==> src/rtl/axis_rx_tlp_decoder_if.sv <==
// Receive-side TLP stream plus the decoded single-DW memory request bus.
// slave  : the decoder's view (consumes the stream, produces requests).
// master : the surrounding logic's view (produces the stream, consumes requests).
interface axis_rx_tlp_decoder_if;
  logic [63:0] s_axis_rx_tdata;
  logic [7:0]  s_axis_rx_tkeep;
  logic        s_axis_rx_tlast;
  logic        s_axis_rx_tvalid;
  logic        s_axis_rx_tready;
  logic [21:0] s_axis_rx_tuser;

  logic        mem_req_valid;
  logic        mem_req_ready;
  logic [2:0]  mem_req_bar_hit;
  logic [31:0] mem_req_pcie_address;
  logic [7:0]  mem_req_byte_enable;
  logic        mem_req_write_readn;
  logic        mem_req_phys_func;
  logic [63:0] mem_req_write_data;
  logic [15:0] mem_req_requester_id;
  logic [7:0]  mem_req_tag;
  logic [2:0]  mem_req_tc;
  logic [1:0]  mem_req_attr;
  logic        unsupported_req;

  modport slave (
    input  s_axis_rx_tdata, s_axis_rx_tkeep, s_axis_rx_tlast, s_axis_rx_tvalid,
           s_axis_rx_tuser, mem_req_ready,
    output s_axis_rx_tready, mem_req_valid, mem_req_bar_hit, mem_req_pcie_address,
           mem_req_byte_enable, mem_req_write_readn, mem_req_phys_func,
           mem_req_write_data, mem_req_requester_id, mem_req_tag, mem_req_tc,
           mem_req_attr, unsupported_req
  );

  modport master (
    output s_axis_rx_tdata, s_axis_rx_tkeep, s_axis_rx_tlast, s_axis_rx_tvalid,
           s_axis_rx_tuser, mem_req_ready,
    input  s_axis_rx_tready, mem_req_valid, mem_req_bar_hit, mem_req_pcie_address,
           mem_req_byte_enable, mem_req_write_readn, mem_req_phys_func,
           mem_req_write_data, mem_req_requester_id, mem_req_tag, mem_req_tc,
           mem_req_attr, unsupported_req
  );
endinterface

==> src/rtl/axis_rx_tlp_decoder.sv <==
// Decodes single-DW MRd/MWr TLPs (3DW and 4DW headers) from a 64-bit RX
// stream into one memory request each. Anything else, including TLPs whose
// tlast does not land on the last required beat, is swallowed and flagged
// with a one-cycle unsupported_req pulse.
module axis_rx_tlp_decoder #(
  parameter int DATA_WIDTH = 64
) (
  input  logic                 m_axi_aclk,
  input  logic                 m_axi_aresetn,
  axis_rx_tlp_decoder_if.slave bus
);
  localparam int HI = DATA_WIDTH - 1;

  typedef enum logic [2:0] {IDLE, HDR1, DATA4, OUT, DISCARD} state_t;
  state_t state, state_nxt;

  logic [63:0] td;
  logic        hs, last;
  logic [1:0]  fmt;
  logic [4:0]  typ;
  logic [9:0]  len;
  logic [5:0]  bars;
  logic        hdr_ok;
  logic [2:0]  bar_idx;

  logic        rdy_en;
  logic        unsup_q, unsup_nxt;
  logic [2:0]  bar_q;
  logic [15:0] rid_q;
  logic [7:0]  tag_q;
  logic [2:0]  tc_q;
  logic [1:0]  attr_q;
  logic [3:0]  fbe_q;
  logic        wr_q, four_q;
  logic [31:0] addr_q, data_q;

  // tkeep plays no part in decode; fmt/type/length fully qualify a beat.
  logic unused_bits;
  assign unused_bits = ^{bus.s_axis_rx_tkeep, bus.s_axis_rx_tuser[21:8],
                         bus.s_axis_rx_tuser[1:0]};

  assign td   = bus.s_axis_rx_tdata;
  assign last = bus.s_axis_rx_tlast;
  assign hs   = bus.s_axis_rx_tvalid & bus.s_axis_rx_tready;

  assign fmt    = td[30:29];
  assign typ    = td[28:24];
  assign len    = td[9:0];
  assign bars   = bus.s_axis_rx_tuser[7:2];
  assign hdr_ok = (typ == 5'd0) && (len == 10'd1) && (|bars);

  // Lowest set BAR bit wins when several are flagged.
  always_comb begin
    bar_idx = 3'd0;
    for (int i = 5; i >= 0; i--)
      if (bars[i]) bar_idx = 3'(i);
  end

  // Next-state and malformed/unsupported detection.
  always_comb begin
    state_nxt = state;
    unsup_nxt = 1'b0;
    case (state)
      IDLE: if (hs) begin
        if (hdr_ok && !last) state_nxt = HDR1;
        else if (!last) begin
          state_nxt = DISCARD;
          unsup_nxt = 1'b1;
        end else unsup_nxt = 1'b1;
      end
      HDR1: if (hs) begin
        if (wr_q && four_q) begin
          if (last) begin
            state_nxt = IDLE;
            unsup_nxt = 1'b1;
          end else state_nxt = DATA4;
        end else if (last) state_nxt = OUT;
        else begin
          state_nxt = DISCARD;
          unsup_nxt = 1'b1;
        end
      end
      DATA4: if (hs) begin
        if (last) state_nxt = OUT;
        else begin
          state_nxt = DISCARD;
          unsup_nxt = 1'b1;
        end
      end
      OUT:     if (bus.mem_req_ready) state_nxt = IDLE;
      DISCARD: if (hs && last) state_nxt = IDLE;
      default: state_nxt = IDLE;
    endcase
  end

  // State, pulse and ready-enable registers; rdy_en keeps tready low until
  // the first edge after reset release.
  always_ff @(posedge m_axi_aclk or negedge m_axi_aresetn) begin
    if (!m_axi_aresetn) begin
      state   <= IDLE;
      unsup_q <= 1'b0;
      rdy_en  <= 1'b0;
    end else begin
      state   <= state_nxt;
      unsup_q <= unsup_nxt;
      rdy_en  <= 1'b1;
    end
  end

  // Capture header fields at beat0, address/data at beat1 and beat2.
  always_ff @(posedge m_axi_aclk or negedge m_axi_aresetn) begin
    if (!m_axi_aresetn) begin
      bar_q  <= '0;
      rid_q  <= '0;
      tag_q  <= '0;
      tc_q   <= '0;
      attr_q <= '0;
      fbe_q  <= '0;
      wr_q   <= 1'b0;
      four_q <= 1'b0;
      addr_q <= '0;
      data_q <= '0;
    end else if (hs) begin
      case (state)
        IDLE: begin
          bar_q  <= bar_idx;
          rid_q  <= td[63:48];
          tag_q  <= td[47:40];
          fbe_q  <= td[35:32];
          tc_q   <= td[22:20];
          attr_q <= td[13:12];
          wr_q   <= fmt[1];
          four_q <= fmt[0];
        end
        HDR1: begin
          if (four_q) addr_q <= td[HI:32];
          else begin
            addr_q <= td[31:0];
            data_q <= td[HI:32];
          end
        end
        DATA4:   data_q <= td[31:0];
        default: ;
      endcase
    end
  end

  assign bus.s_axis_rx_tready     = rdy_en & (state != OUT);
  assign bus.mem_req_valid        = (state == OUT);
  assign bus.unsupported_req      = unsup_q;
  assign bus.mem_req_bar_hit      = bar_q;
  assign bus.mem_req_pcie_address = {addr_q[31:2], 2'b00};
  assign bus.mem_req_byte_enable  = addr_q[2] ? {fbe_q, 4'h0} : {4'h0, fbe_q};
  assign bus.mem_req_write_readn  = wr_q;
  assign bus.mem_req_phys_func    = 1'b0;
  assign bus.mem_req_write_data   = wr_q ? {data_q, data_q} : 64'd0;
  assign bus.mem_req_requester_id = rid_q;
  assign bus.mem_req_tag          = tag_q;
  assign bus.mem_req_tc           = tc_q;
  assign bus.mem_req_attr         = attr_q;
endmodule

==> src/flat_wrapper.sv <==
// flat-port wrapper written by rule: the top's interface ports become plain ports
module axis_rx_tlp_decoder_flat 
#(
  parameter int DATA_WIDTH = 64
)
  (m_axi_aclk, m_axi_aresetn, bus_s_axis_rx_tdata, bus_s_axis_rx_tkeep, bus_s_axis_rx_tlast, bus_s_axis_rx_tvalid, bus_s_axis_rx_tuser, bus_mem_req_ready, bus_s_axis_rx_tready, bus_mem_req_valid, bus_mem_req_bar_hit, bus_mem_req_pcie_address, bus_mem_req_byte_enable, bus_mem_req_write_readn, bus_mem_req_phys_func, bus_mem_req_write_data, bus_mem_req_requester_id, bus_mem_req_tag, bus_mem_req_tc, bus_mem_req_attr, bus_unsupported_req);
  axis_rx_tlp_decoder_if bus_i ();
  input  logic m_axi_aclk;
  input  logic m_axi_aresetn;
  input wire logic [$bits(bus_i.s_axis_rx_tdata)-1:0] bus_s_axis_rx_tdata;
  input wire logic [$bits(bus_i.s_axis_rx_tkeep)-1:0] bus_s_axis_rx_tkeep;
  input wire logic [$bits(bus_i.s_axis_rx_tlast)-1:0] bus_s_axis_rx_tlast;
  input wire logic [$bits(bus_i.s_axis_rx_tvalid)-1:0] bus_s_axis_rx_tvalid;
  input wire logic [$bits(bus_i.s_axis_rx_tuser)-1:0] bus_s_axis_rx_tuser;
  input wire logic [$bits(bus_i.mem_req_ready)-1:0] bus_mem_req_ready;
  output wire logic [$bits(bus_i.s_axis_rx_tready)-1:0] bus_s_axis_rx_tready;
  output wire logic [$bits(bus_i.mem_req_valid)-1:0] bus_mem_req_valid;
  output wire logic [$bits(bus_i.mem_req_bar_hit)-1:0] bus_mem_req_bar_hit;
  output wire logic [$bits(bus_i.mem_req_pcie_address)-1:0] bus_mem_req_pcie_address;
  output wire logic [$bits(bus_i.mem_req_byte_enable)-1:0] bus_mem_req_byte_enable;
  output wire logic [$bits(bus_i.mem_req_write_readn)-1:0] bus_mem_req_write_readn;
  output wire logic [$bits(bus_i.mem_req_phys_func)-1:0] bus_mem_req_phys_func;
  output wire logic [$bits(bus_i.mem_req_write_data)-1:0] bus_mem_req_write_data;
  output wire logic [$bits(bus_i.mem_req_requester_id)-1:0] bus_mem_req_requester_id;
  output wire logic [$bits(bus_i.mem_req_tag)-1:0] bus_mem_req_tag;
  output wire logic [$bits(bus_i.mem_req_tc)-1:0] bus_mem_req_tc;
  output wire logic [$bits(bus_i.mem_req_attr)-1:0] bus_mem_req_attr;
  output wire logic [$bits(bus_i.unsupported_req)-1:0] bus_unsupported_req;
  assign bus_i.s_axis_rx_tdata = bus_s_axis_rx_tdata;
  assign bus_i.s_axis_rx_tkeep = bus_s_axis_rx_tkeep;
  assign bus_i.s_axis_rx_tlast = bus_s_axis_rx_tlast;
  assign bus_i.s_axis_rx_tvalid = bus_s_axis_rx_tvalid;
  assign bus_i.s_axis_rx_tuser = bus_s_axis_rx_tuser;
  assign bus_i.mem_req_ready = bus_mem_req_ready;
  assign bus_s_axis_rx_tready = bus_i.s_axis_rx_tready;
  assign bus_mem_req_valid = bus_i.mem_req_valid;
  assign bus_mem_req_bar_hit = bus_i.mem_req_bar_hit;
  assign bus_mem_req_pcie_address = bus_i.mem_req_pcie_address;
  assign bus_mem_req_byte_enable = bus_i.mem_req_byte_enable;
  assign bus_mem_req_write_readn = bus_i.mem_req_write_readn;
  assign bus_mem_req_phys_func = bus_i.mem_req_phys_func;
  assign bus_mem_req_write_data = bus_i.mem_req_write_data;
  assign bus_mem_req_requester_id = bus_i.mem_req_requester_id;
  assign bus_mem_req_tag = bus_i.mem_req_tag;
  assign bus_mem_req_tc = bus_i.mem_req_tc;
  assign bus_mem_req_attr = bus_i.mem_req_attr;
  assign bus_unsupported_req = bus_i.unsupported_req;
  axis_rx_tlp_decoder #(.DATA_WIDTH(DATA_WIDTH)) u_core (.m_axi_aclk(m_axi_aclk), .m_axi_aresetn(m_axi_aresetn), .bus(bus_i));
endmodule
==> config.mk <==
export PLATFORM = sky130hd
export DESIGN_NAME = axis_rx_tlp_decoder_flat
export DESIGN_NICKNAME = d
export VERILOG_FILES = /design/src/rtl/axis_rx_tlp_decoder_if.sv /design/src/rtl/axis_rx_tlp_decoder.sv /design/src/flat_wrapper.sv
export SDC_FILE = /design/constraint.sdc
export NUM_CORES = 1
export LEC_CHECK = 0
export CAP_MARGIN = 5
export CORE_ASPECT_RATIO = 2
export CORE_MARGIN = 2
export CORE_UTILIZATION = 40
export CTS_CLUSTER_SIZE = 40
export DETAILED_ROUTE_END_ITERATION = 10
export PLACE_DENSITY = 0.78
export SETUP_SLACK_MARGIN = 0.15
export SLEW_MARGIN = 20
export SYNTH_ARGS = -nofsm -noshare
export SYNTH_HDL_FRONTEND = slang
export SYNTH_SLANG_ARGS = --single-unit
==> constraint.sdc <==
create_clock -name m_axi_aclk -period 2.6 [get_ports m_axi_aclk]
set_input_delay 0.52 -clock m_axi_aclk [delete_from_list [all_inputs] [get_ports m_axi_aclk]]
set_output_delay 0.52 -clock m_axi_aclk [all_outputs]
set_load 0.005 [all_outputs]
==> flow_summary.toml, run 1 <==
[outcome]
status = "complete, no violations"

[timing]
finalHoldViolCount = 0
period_minus_slack_ns = 2.37
slew_viol_final = 0
setup_viol = 0
fin_crit_sh_pct = 91.3
setup_tns_ns = 0
rsz0062_at_grt = "no"
skew_ns = 0.00849
slew_headroom_pct = 52.8
max_freq_mhz = 421
worst_pin_slew_ns = 0.708

[placement]
dp_hpwl_um = 11400
gp_congestion = 0.838
dpl.cell_count = 804
io_buffers = 212
dpl_cell_area_mm2 = 0.00727

[synthesis]
syn_avg_cell_area_um2 = 10.7
syn_inst = 491
synth.area.top_cells = "dfrtp_1 50%, mux2i_1 12%, mux2_2 6.4%"
yosys.cell_count.top_type = "dfrtp_1"
synthArstFlopShare_pct = 100
synth_edf_count = 0
netlist_top_cells_count = "105 x dfrtp_1, 63 x mux2i_1, 42 x buf_4"
yosys.area.top_type = "dfrtp_1"
ys_warn_count = 0
synth_top_area_share_pct = 50.0
yosysSeqAreaShare_pct = 50.0
synth_ff_type = "dfrtp_1"
synth-seq-cells = 105
synth_cell_types = 39
syn_area_mm2 = 0.00525

[power]
p_leak_uw = 0.00321
p_clk_share_pct = 29.8
power_density_mw_per_mm2 = 580
p_sw_uw = 1170
irDropWorstVdd_mv = 0.413
power_frac_comb_pct = 26.3
p_int_uw = 3230
p_seq_share_pct = 43.9
p_total_uw = 4400
swShare_pct = 26.6

[global_route]
overflow = 0
grt_pass1_vias = 4421
grt_max_degree = 54
track_usage_pct = 21.5
grt_pass1_wl_um = 23800
antenna_found_initial = 0

[die]
die_h_um = 166
rows = 59
die_x_um = 85.0
start_util_pct = 40.7
die_area_mm2 = 0.0141
io_pins = 240
coreArea_mm2 = 0.0129

[clock_network]
h-tree-depth = 3
clk_pin_slew_ns = 0.07
clockRootBuffer = "clkbuf_16"
clockBufferDepth = 2
cts_made_buffers = 9
cts_tree = "built"
cts.sinks = 105
clock_latency_ns = 0.34

[routing]
drc = 0
wl_per_cell_um = 18.5
wl_um = 15200
dr.pass1.iters = 4
first_iter_violations = 155
ant_nets = 0
vias = 4213
via_per_inst = 5.13

[critical_path]
slowest_stage = "clkdlybuf4s50_1"
worstPathRequired_ns = 2.08
critPathArrivalTime_ns = 1.85
critPathMaxFanout = 12
slowest_delay_ns = 0.51
endpoint_kind = "primary output"
rrSetupSlack_ns = 0.57
startpoint_type = "register"
worst-setup-path-type = "register to primary output"
cp_cell_sequence = "and2b_1 -> and2_1 -> nor2b_1 -> clkdlybuf4s50_1"

[layout]
final_cells = 821
diodes = 0
stdcell_area_mm2 = 0.00759
fin_nets = 766
drive_above_1_share_pct = 10.2
syn2layout_area_growth_pct = 44.5

[run]
drv_cap = 0

[min_path]
hp-class = "input port to async pin"
==> cell type report <==
cell class	count	area [µm²]
Fill cell	1103	5330
Sequential cell	105	2630
Timing Repair Buffer	226	2270
Multi-Input combinational cell	320	2200
Clock buffer	12	256
Tap cell	152	190
Clock inverter	4	33.8
Inverter	2	7.51
==> placed cells by master, fill, tap and decap left out, types with 3 or more instances in the layout <==
| master | netlist | routed |
|---|---|---|
| a21oi_1 | 33 | 33 |
| clkdlybuf4s50_1 | 0 | 211 |
| nand2_1 | 37 | 37 |
| dfrtp_1 | 105 | 103 |
| nor2_1 | 37 | 37 |
| o21ai_1 | 32 | 32 |
| conb_1 | 2 | 4 |
| ha_1 | 3 | 3 |
| clkbuf_16 | 0 | 9 |
| o21ai_0 | 4 | 4 |
| nor2b_1 | 8 | 7 |
| buf_4 | 42 | 12 |
| nor4_1 | 3 | 3 |
| mux2_1 | 5 | 5 |
| and2_1 | 37 | 37 |
| mux2_2 | 30 | 30 |
| mux2i_1 | 63 | 63 |
==> metrics by stage <==
step | worst slack [ns] | hold WS [ns] | util, %
floorplan | 0.832 | 0.224 | -
global placement | 0.348 | 0.461 | 56.3
detailed placement | 0.326 | 0.468 | 56.3
CTS | 0.188 | 0.240 | 58.5
global route | 0.163 | 0.276 | 58.8
finish | 0.225 | 0.228 | 58.8
==> state kept, by name, indices dropped and copies added, names as in the netlist <==
signal,count
u_core.state,3
u_core.rdy_en,1
u_core.bus.mem_req_write_readn,1
u_core.fbe_q,4
u_core.data_q,32
u_core.addr_q,30
u_core.bus.mem_req_tag,8
u_core.bus.mem_req_attr,2
u_core.bus.mem_req_requester_id,16
u_core.four_q,1
u_core.bus.unsupported_req,1
u_core.bus.mem_req_bar_hit,3
u_core.bus.mem_req_tc,3
==> what timing repair did <==
item / CTS / global route
gates resized for setup: 0 / 1
setup endpoints to repair: 0 / 1
buffers inserted: 0 / 0
hold buffers: 0 / 0
==> worst paths after layout <==
kind | from | end | cells past startpoint
worst min-delay path | m_axi_aresetn | u_core.addr_q[10]$_DFFE_PN0P_ | 1
worst max-delay path | u_core.state[1]$_DFFE_PN0P_ | bus_s_axis_rx_tready | 4
min in group m_axi_aclk | u_core.data_q[30]$_DFFE_PN0P_ | u_core.data_q[30]$_DFFE_PN0P_ | 2
worst max register to register | u_core.four_q$_DFFE_PN0P_ | u_core.state[0]$_DFFE_PN0P_ | 6
worst min register to register | u_core.data_q[30]$_DFFE_PN0P_ | u_core.data_q[30]$_DFFE_PN0P_ | 2
max in group asynchronous | m_axi_aresetn | u_core.four_q$_DFFE_PN0P_ | 2
==> power groups by stage <==
stage	Combinational, µW	Sequential (µW)	Clock, µW
floorplan	476	1960	0
global route	1240	1960	1410
detailed placement	1170	1960	0
finish	1160	1930	1310
CTS	1170	1930	1350
global placement	1140	1950	0
==> metal layers <==
metal / vias to the layer above / global-route usage [%] / share of wire, %
li1: 1984 / - / -
met1: 2034 / 22.8 / 35
met2: 161 / 40.1 / 56
met3: 34 / 3.03 / 4.4
met4: 0 / 10.9 / 4.4
met5: - / 0 / 0
==> critical path, delay by kind of cell (launching register included) <==
kind | cells | cell delay (ns)
buf+inv | 1 | 0.51
flops | 1 | 0.48
simple gates | 3 | 0.52
==> cells by family after synthesis <==
group | share of synthesized area (%)
mux | 19.5
other cells | 0.143
fa+ha+maj | 0.715
compound gates | 8.00
simple gates | 13.1
flops | 50.0
buf+inv | 8.50
(Power assumes the default switching activity.)
==> inputs of run 2 (changes only) <==
CORE_ASPECT_RATIO = default   (was 2)
CORE_MARGIN = default   (was 2)
==> run 2 against run 1 <==
Effect of this change:
- sequential power is essentially flat
- maximum frequency increased by 1.2%
- sequential cell count is the same
- total power grew 2.2%
- critical path depth stayed put
- routed wire length shrank 5.9%
- sequential share of layout area fell by 0.21 points
- via count shrank 0.57%
==> flow_summary.toml, run 2 (same netlist as run 1, synthesis figures left out) <==
[global_route]
grt_pass1_vias = 4299
antenna_found_initial = 0
grt_max_degree = 47
grt_pass1_wl_um = 21900
track_usage_pct = 21.4
overflow = 0

[clock_network]
cts_made_buffers = 9
h-tree-depth = 3
clk_pin_slew_ns = 0.07
postCtsSetupBuffers = 0
clockRootBuffer = "clkbuf_16"
holdBufCountCts = 0
clockBufferDepth = 2
cts.sinks = 105
cts_tree = "built"
cts_resized = 0
clock_latency_ns = 0.34

[timing]
fin_crit_sh_pct = 90.2
setup_tns_ns = 0
setup_viol = 0
slew_viol_final = 0
max_freq_mhz = 426
slew_headroom_pct = 46.3
finalHoldViolCount = 0
period_minus_slack_ns = 2.35
worst_pin_slew_ns = 0.802
rsz0062_at_grt = "no"
skew_ns = 0.00332

[critical_path]
slowest_stage = "clkdlybuf4s50_1"
rr_worst_depth = 5
crit_path_end = "bus_s_axis_rx_tready"
cp_cell_sequence = "and2b_1 -> and2_1 -> nor2b_1 -> clkdlybuf4s50_1"
critPathMaxFanout = 12
rrSetupSlack_ns = 0.62
path_delay_family = "simple AND/OR/NAND/NOR gates"
cp-startpoint = "u_core.state[1]$_DFFE_PN0P_"
crit_buf_inv = 1
r2r-end = "u_core.data_q[28]$_DFFE_PN0P_"
worst-setup-path-type = "register to primary output"
worst-path-stages = 4
slowest_delay_ns = 0.50
critPathArrivalTime_ns = 1.83
r2r_start = "u_core.state[0]$_DFFE_PN0P_"
startpoint_type = "register"
endpoint_kind = "primary output"
worstPathRequired_ns = 2.08

[routing]
wl_met3_um = 858
routed.top_layer = "met4"
met2_length_um = 7150
via_per_inst = 4.99
wl_per_cell_um = 17.1
ant_nets = 0
wl_um = 14300
drt-met1-wl_um = 6060
vias = 4189
dr.pass1.iters = 4
drc = 0
first_iter_violations = 208

[run]
drv_cap = 0

[die]
die_h_um = 117
coreArea_mm2 = 0.0127
die_area_mm2 = 0.0136
io_pins = 240
start_util_pct = 41.3
die_x_um = 117
rows = 41

[placement]
dp_hpwl_um = 10400
dpl.cell_count = 823
gp_congestion = 0.779
io_buffers = 212

[layout]
fin_nets = 764
layout_commonest_cell = "clkdlybuf4s50_1"
drive_above_1_share_pct = 9.75
diodes = 0
largest_register_ffs = 32
regMostFlops = "u_core.data_q"
syn2layout_area_growth_pct = 45.4
layout_common_cells = "211 x clkdlybuf4s50_1, 103 x dfrtp_1, 63 x mux2i_1"
final_cells = 839

[power]
power_density_mw_per_mm2 = 589
irDropWorstVdd_mv = 0.438
p_total_uw = 4500
p_leak_uw = 0.00322

[outcome]
status = "complete, no violations"

[min_path]
hp-class = "input port to async pin"
[run 2: cell types whose count changed in the layout (fill, tap and decap cells not counted), sizes merged]
cell	before	now
bufinv	0	1
clkinvlp	1	0
clkbuf	12	14
inv	4	2
buf	15	13
[run 2: where the power goes]
group | switching [µW] | total, µW | internal (µW)
clock network | 586 | 1410 | 826
registers | 107 | 1930 | 1830
logic | 459 | 1160 | 698
total | 1150 | 4500 | 3350
[run 2: area by class of cell]
type                       instances  area (µm²)
inverter                           2        7.51
multi-input combinational        320        2200
clock buffer                      14         274
tap                              172         215
fill                            1099        5090
sequential                       105        2630
clock inverter                     2        35.0
timing repair buffer             224        2270
[run 2: worst min path at each step]
stage	from	slack, ns	endpoint
after floorplan	m_axi_aresetn	0.22	u_core.addr_q[10]$_DFFE_PN0P_
after global placement	u_core.data_q[23]$_DFFE_PN0P_	0.46	u_core.data_q[23]$_DFFE_PN0P_
after detailed placement	u_core.data_q[11]$_DFFE_PN0P_	0.47	u_core.data_q[11]$_DFFE_PN0P_
after CTS	m_axi_aresetn	0.20	u_core.bus.mem_req_bar_hit[1]$_DFFE_PN0P_
after global routing	m_axi_aresetn	0.23	u_core.bus.mem_req_bar_hit[1]$_DFFE_PN0P_
final	m_axi_aresetn	0.18	u_core.bus.mem_req_bar_hit[1]$_DFFE_PN0P_
[run 2: layer usage]
layer  vias up  global-route usage [%]
met5         -                       0
met4         0                    8.44
met3        18                    4.67
met2       150                    36.4
met1      2044                    26.5
li1       1977                       -
[run 2: worst reg2reg max path: stages (launching register included)]
cell     delay (ns)
dfrtp_1        0.59
nor2b_1        0.18
o21ai_4        0.68
buf_12         0.29
nand2_1        0.10
o21ai_1        0.08
[run 2: per-stage QoR]
step | util (%) | hold WS [ns] | instance area, µm² | worst slack [ns]
4_1_cts | 60.0 | 0.200 | 7630 | 0.198
5_1_grt | 60.0 | 0.232 | 7640 | 0.151
3_3_place_gp | 57.6 | 0.461 | 7330 | 0.342
2_1_floorplan | - | 0.224 | 5260 | 0.832
6_report | 60.0 | 0.182 | 7640 | 0.254
3_5_place_dp | 57.6 | 0.468 | 7330 | 0.289
==> inputs of run 3 (changes only) <==
SLEW_MARGIN = default   (was 20)
==> results of run 3 <==
No change in the layout: final DEF, timing and power equal those of run 2.
